**src/rtl/video_pkg.sv**
```systemverilog
// Shared video constants and types for the capture path.
// Used by the decimator and the frame-buffer writer.
package video_pkg;

    localparam int DATA_W   = 12;
    localparam int H_ACTIVE = 640;
    localparam int V_ACTIVE = 480;

    localparam int X_W = $clog2(H_ACTIVE);
    localparam int Y_W = $clog2(V_ACTIVE);

    typedef logic [DATA_W-1:0] pixel_t;

endpackage

```
**src/rtl/pixel_pos_counter.sv**
```systemverilog
// Raster position tracker: x advances per accepted pixel and wraps at line end.
// y advances on each x wrap and wraps at frame end.
module pixel_pos_counter
    import video_pkg::*;
#(
    parameter int H_ACTIVE = video_pkg::H_ACTIVE,
    parameter int V_ACTIVE = video_pkg::V_ACTIVE,
    parameter int X_W      = $clog2(H_ACTIVE),
    parameter int Y_W      = $clog2(V_ACTIVE)
) (
    input  logic           clk,
    input  logic           rst,
    input  logic           inc,
    output logic [X_W-1:0] x,
    output logic [Y_W-1:0] y
);

    // NOTE: state registers use non-blocking assignments so every flop
    // samples the pre-edge values, independent of statement order.
    always_ff @(posedge clk or negedge rst) begin
        if (!rst) begin
            x <= '0;
            y <= '0;
        end else if (inc) begin
            if (x == X_W'(H_ACTIVE - 1)) begin
                x <= '0;
                y <= (y == Y_W'(V_ACTIVE - 1)) ? '0 : y + 1'b1;
            end else begin
                x <= x + 1'b1;
            end
        end
    end

endmodule

```
**src/rtl/downscaling.sv**
```systemverilog
// Streaming 2:1 decimator: drains a standard-mode FIFO and keeps only pixels
// at even column and even row, emitting a registered data/valid strobe.
module downscaling
    import video_pkg::*;
#(
    parameter int DATA_W   = video_pkg::DATA_W,
    parameter int H_ACTIVE = video_pkg::H_ACTIVE,
    parameter int V_ACTIVE = video_pkg::V_ACTIVE
) (
    input  logic              clk,
    input  logic              rst,
    input  logic [DATA_W-1:0] fifo_dout,
    input  logic              fifo_empty,
    output logic              fifo_rd_en,
    output logic [DATA_W-1:0] scaled_data,
    output logic              scaled_valid
);

    localparam int X_W = $clog2(H_ACTIVE);
    localparam int Y_W = $clog2(V_ACTIVE);

    logic           rd_pending;
    logic [X_W-1:0] x;
    logic [Y_W-1:0] y;
    logic           keep;

    assign fifo_rd_en = rst & ~fifo_empty;

    // Non-FWFT FIFO: data for an accepted read appears one cycle later.
    always_ff @(posedge clk or negedge rst) begin
        if (!rst) begin
            rd_pending <= 1'b0;
        end else begin
            rd_pending <= fifo_rd_en & ~fifo_empty;
        end
    end

    // Counters hold the position of the pixel currently on fifo_dout.
    pixel_pos_counter #(
        .H_ACTIVE (H_ACTIVE),
        .V_ACTIVE (V_ACTIVE)
    ) u_pos (
        .clk (clk),
        .rst (rst),
        .inc (rd_pending),
        .x   (x),
        .y   (y)
    );

    assign keep = rd_pending & ~x[0] & ~y[0];

    always_ff @(posedge clk or negedge rst) begin
        if (!rst) begin
            scaled_valid <= 1'b0;
            scaled_data  <= '0;
        end else begin
            scaled_valid <= keep;
            if (keep) begin
                scaled_data <= fifo_dout;
            end
        end
    end

endmodule

```
**config.mk**
```make
export PLATFORM = sky130hd
export DESIGN_NAME = downscaling
export DESIGN_NICKNAME = d
export VERILOG_FILES = /design/src/rtl/video_pkg.sv /design/src/rtl/pixel_pos_counter.sv /design/src/rtl/downscaling.sv
export SDC_FILE = /design/constraint.sdc
export NUM_CORES = 1
export LEC_CHECK = 0
export ABC_AREA = 1
export CAP_MARGIN = 0
export CORE_AREA = 2 2 60 62
export DETAILED_ROUTE_END_ITERATION = 10
export DIE_AREA = 0 0 62 64
export PLACE_DENSITY_LB_ADDON = 0.08
export SLEW_MARGIN = 20
export SYNTH_ARGS = -nofsm -noshare
export SYNTH_HDL_FRONTEND = slang
export SYNTH_SLANG_ARGS = --single-unit
```
**constraint.sdc**
```tcl
create_clock -name clk -period 1.8 [get_ports clk]
set_input_delay 0.18 -clock clk [delete_from_list [all_inputs] [get_ports clk]]
set_output_delay 0.18 -clock clk [all_outputs]
set_load 0.005 [all_outputs]
```
==> flow_summary_export.csv <==
group,metric,value,unit
yosys,postSynthNetCount,226,
placement,gp_congestion,0.820,
setup_path,timing.rr.start,"u_pos.y[0]",
sta,fin_worst_skew,0.0146,ns
global_routing,grt_pass1_vias,1284,
setup_path,startpoint_type,"register",
yosys,yosys_warnings,0,
floorplan,row_count,21,
sta,rsz0062_at_grt,"false",
drt,drtPass1Iterations,4,
yosys,synth_area,1650,um^2
setup_path,required,2.05,ns
floorplan,die_h,64,um
yosys,ys_seq_elements,33,
sta,max_freq,647,MHz
layout,nets,259,
clocking,cts_setup_buffers,0,
run,maxCapViolCount,0,
setup_path,crit_path_max_fanout,6,
sta,fin_crit_sh,0.859,
clocking,cts_buffers,5,
setup_path,reg2reg_to,"u_pos.y[5]",
power_and_ir_drop,p_leak,1.03,nW
floorplan,start_util,0.502,
setup_path,crit_path_top_delay_cell,"dfrtp_1",
layout,areaGrowthSynthToFinish,22.6,%
clocking,clock_sinks,33,
sta,min_period,1.55,ns
clocking,clockBufferDepth,2,
setup_path,ff2ff_path_depth,8,
placement,io_buffers,28,
clocking,cts_tree,"yes",
yosys,ys_seq_area_frac,0.501,
clocking,ctsHoldBuffers,0,
setup_path,critPathBufInv,1,
floorplan,die_w,62,um
placement,hpwl,2.39,mm
sta,setup_violations,0,
worst_hold_path,min_path_type,"primary input to async pin",
sta,worst-slew-pin-transition,0.409,ns
sta,slew_viol_final,0,
clocking,clock_latency,0.34,ns
drt,drt_wl_total,3.12,mm
drt,drc,0,
setup_path,path_cells,"ha_1, nand2_1, nor2_1, nand3_1, inv_1, nor2_1, nand2_1, nand2_1",
layout,fillCellCount,314,
layout,antenna_cells,0,
global_routing,grt_pass1_wl,5.49,mm
global_routing,grt_antenna_before_repair,0,
yosys,syn_inst,209,
setup_path,cp_top_family,"simple AND/OR/NAND/NOR gates",
clocking,h-tree-depth,2,
setup_path,critical-path-max-stage-delay,0.48,ns
clocking,path_clk_slew,0.10,ns
setup_path,arrival,1.79,ns
global_routing,overflow,0,
yosys,synth_cell_type_count,22,
setup_path,endpoint_kind,"register",
setup_path,ff2ff_setup_slack,0.25,ns
floorplan,core_area,3280,um^2
clocking,clock-root-buffer,"clkbuf_4",
power_and_ir_drop,power.density,872,nW/um^2
status,status,"finished, final reports clean",
global_routing,gr-usage-all-layers,0.185,
yosys,syn_avg_cell_area,7.89,um^2
sta,slew-limit-headroom,0.727,
floorplan,ios,29,
drt,ant_nets,0,
drt,dr.first_iter.drc_count,65,
power_and_ir_drop,ir_worst_vdd,0.569,mV
drt,vias,1398,
sta,fin_tns_setup,0,ns
clocking,cts_resized,0,
layout,drive_gt1_frac,0.0661,
setup_path,critPathKind,"register to register",
drt,wire_per_inst,10.8,um
setup_path,path_common_cell,"nand2_1",
floorplan,die_area,3970,um^2
sta,holdWs,0.269,ns
global_routing,grt_start_max_net_pins,34,
sta,finalHoldViolCount,0,
drt,via_per_inst,4.85,
layer usage:
metal	wire length, um	track usage
met1	1330	0.241
met2	1630	0.293
met3	106	0.0486
met4	56	0.0638
met5	0	0
worst register-to-register path: stages, from the launching register on:
cell     delay, ns
dfrtp_1       0.48
ha_1          0.25
nand2_1       0.07
nor2_1        0.17
nand3_1       0.21
inv_1         0.13
nor2_1        0.06
nand2_1       0.05
nand2_1       0.04
registers in the layout (all words and copies together) (netlist names):
| signal | flops |
|---|---|
| u_pos.x | 10 |
| rd_pending | 1 |
| scaled_data | 12 |
| scaled_valid | 1 |
| u_pos.y | 9 |
where the power goes:
group          switching (W)  internal [W]  total [W]  leakage (nW)
Combinational       0.000157      0.000228   0.000385         0.563
Sequential         0.0000964      0.000859   0.000955         0.432
Clock               0.000238      0.000184   0.000422        0.0314
Total               0.000492       0.00127    0.00176          1.03
synth_stat cells:
| cell | n | area share |
|---|---|---|
| o21ai_0 | 4 | 0.012 |
| nor3_4 | 1 | 0.0099 |
| o21ai_2 | 2 | 0.011 |
| inv_2 | 2 | 0.0046 |
| dfrtp_1 | 33 | 0.50 |
| buf_4 | 1 | 0.0046 |
| nand4_1 | 4 | 0.015 |
| nand3b_1 | 1 | 0.0046 |
| nand2_1 | 89 | 0.20 |
| ha_1 | 2 | 0.015 |
| o21ai_1 | 2 | 0.0061 |
| inv_1 | 22 | 0.050 |
| xnor2_1 | 1 | 0.0053 |
| xor2_1 | 6 | 0.032 |
| nor3_1 | 2 | 0.0061 |
| buf_6 | 2 | 0.014 |
| buf_2 | 1 | 0.0030 |
| nand3_1 | 14 | 0.042 |
| o21bai_1 | 1 | 0.0046 |
| nand4_4 | 1 | 0.013 |
| nor2_1 | 16 | 0.036 |
| nor2_2 | 2 | 0.0076 |
through the flow:
step / power (W) / area (um^2) / utilization / std cells / setup WS, ns
final: 0.00176 / 2020 / 0.616 / 288 / 0.254
after global routing: 0.00188 / 2020 / 0.616 / 288 / 0.0664
after CTS: 0.00179 / 2020 / 0.616 / 288 / 0.259
after detailed placement: 0.00136 / 1970 / 0.599 / 281 / 0.268
after global placement: 0.00135 / 1970 / 0.599 / 281 / 0.301
after floorplan: 0.00113 / 1650 / - / 209 / 0.462
how the worst max path moves through the flow:
stage | startpoint | depth (start not counted) | slack (ns) | to
6_report | u_pos.y[0] | 8 | 0.25 | u_pos.y[5]
5_1_grt | u_pos.y[0] | 8 | 0.07 | u_pos.y[8]
4_1_cts | rst | 4 | 0.26 | fifo_rd_en
3_5_place_dp | rst | 4 | 0.27 | fifo_rd_en
3_3_place_gp | rst | 4 | 0.30 | fifo_rd_en
2_1_floorplan | u_pos.y[0] | 8 | 0.46 | u_pos.y[5]
cells in the final DEF (no fill, tap or decap), drive strengths merged:
cell type	count
nand3b	1
nor3	3
nand3	14
xor2	6
dfrtp	33
nand4	5
buf	2
xnor2	1
o21bai	1
nand2	89
inv	24
ha	2
clkdlybuf4s50	28
nor2	18
o21ai	8
clkbuf	7
kinds of logic after synthesis:
group           Yosys count  share of synthesized area
flops                    33                      0.501
xor+xnor                  7                     0.0372
buf+inv                  28                     0.0759
simple gates            130                      0.338
compound gates            9                     0.0334
fa+ha+maj                 2                     0.0152
layout make-up:
class	count	area (um^2)	share of cell area
Tap cell	46	57.6	0.0285
Multi-Input combinational cell	148	698	0.345
Sequential cell	33	826	0.408
Inverter	24	90.1	0.0446
Timing Repair Buffer	30	295	0.146
Clock buffer	7	55.1	0.0272
No activity file was read; power rests on OpenSTA's default activity.
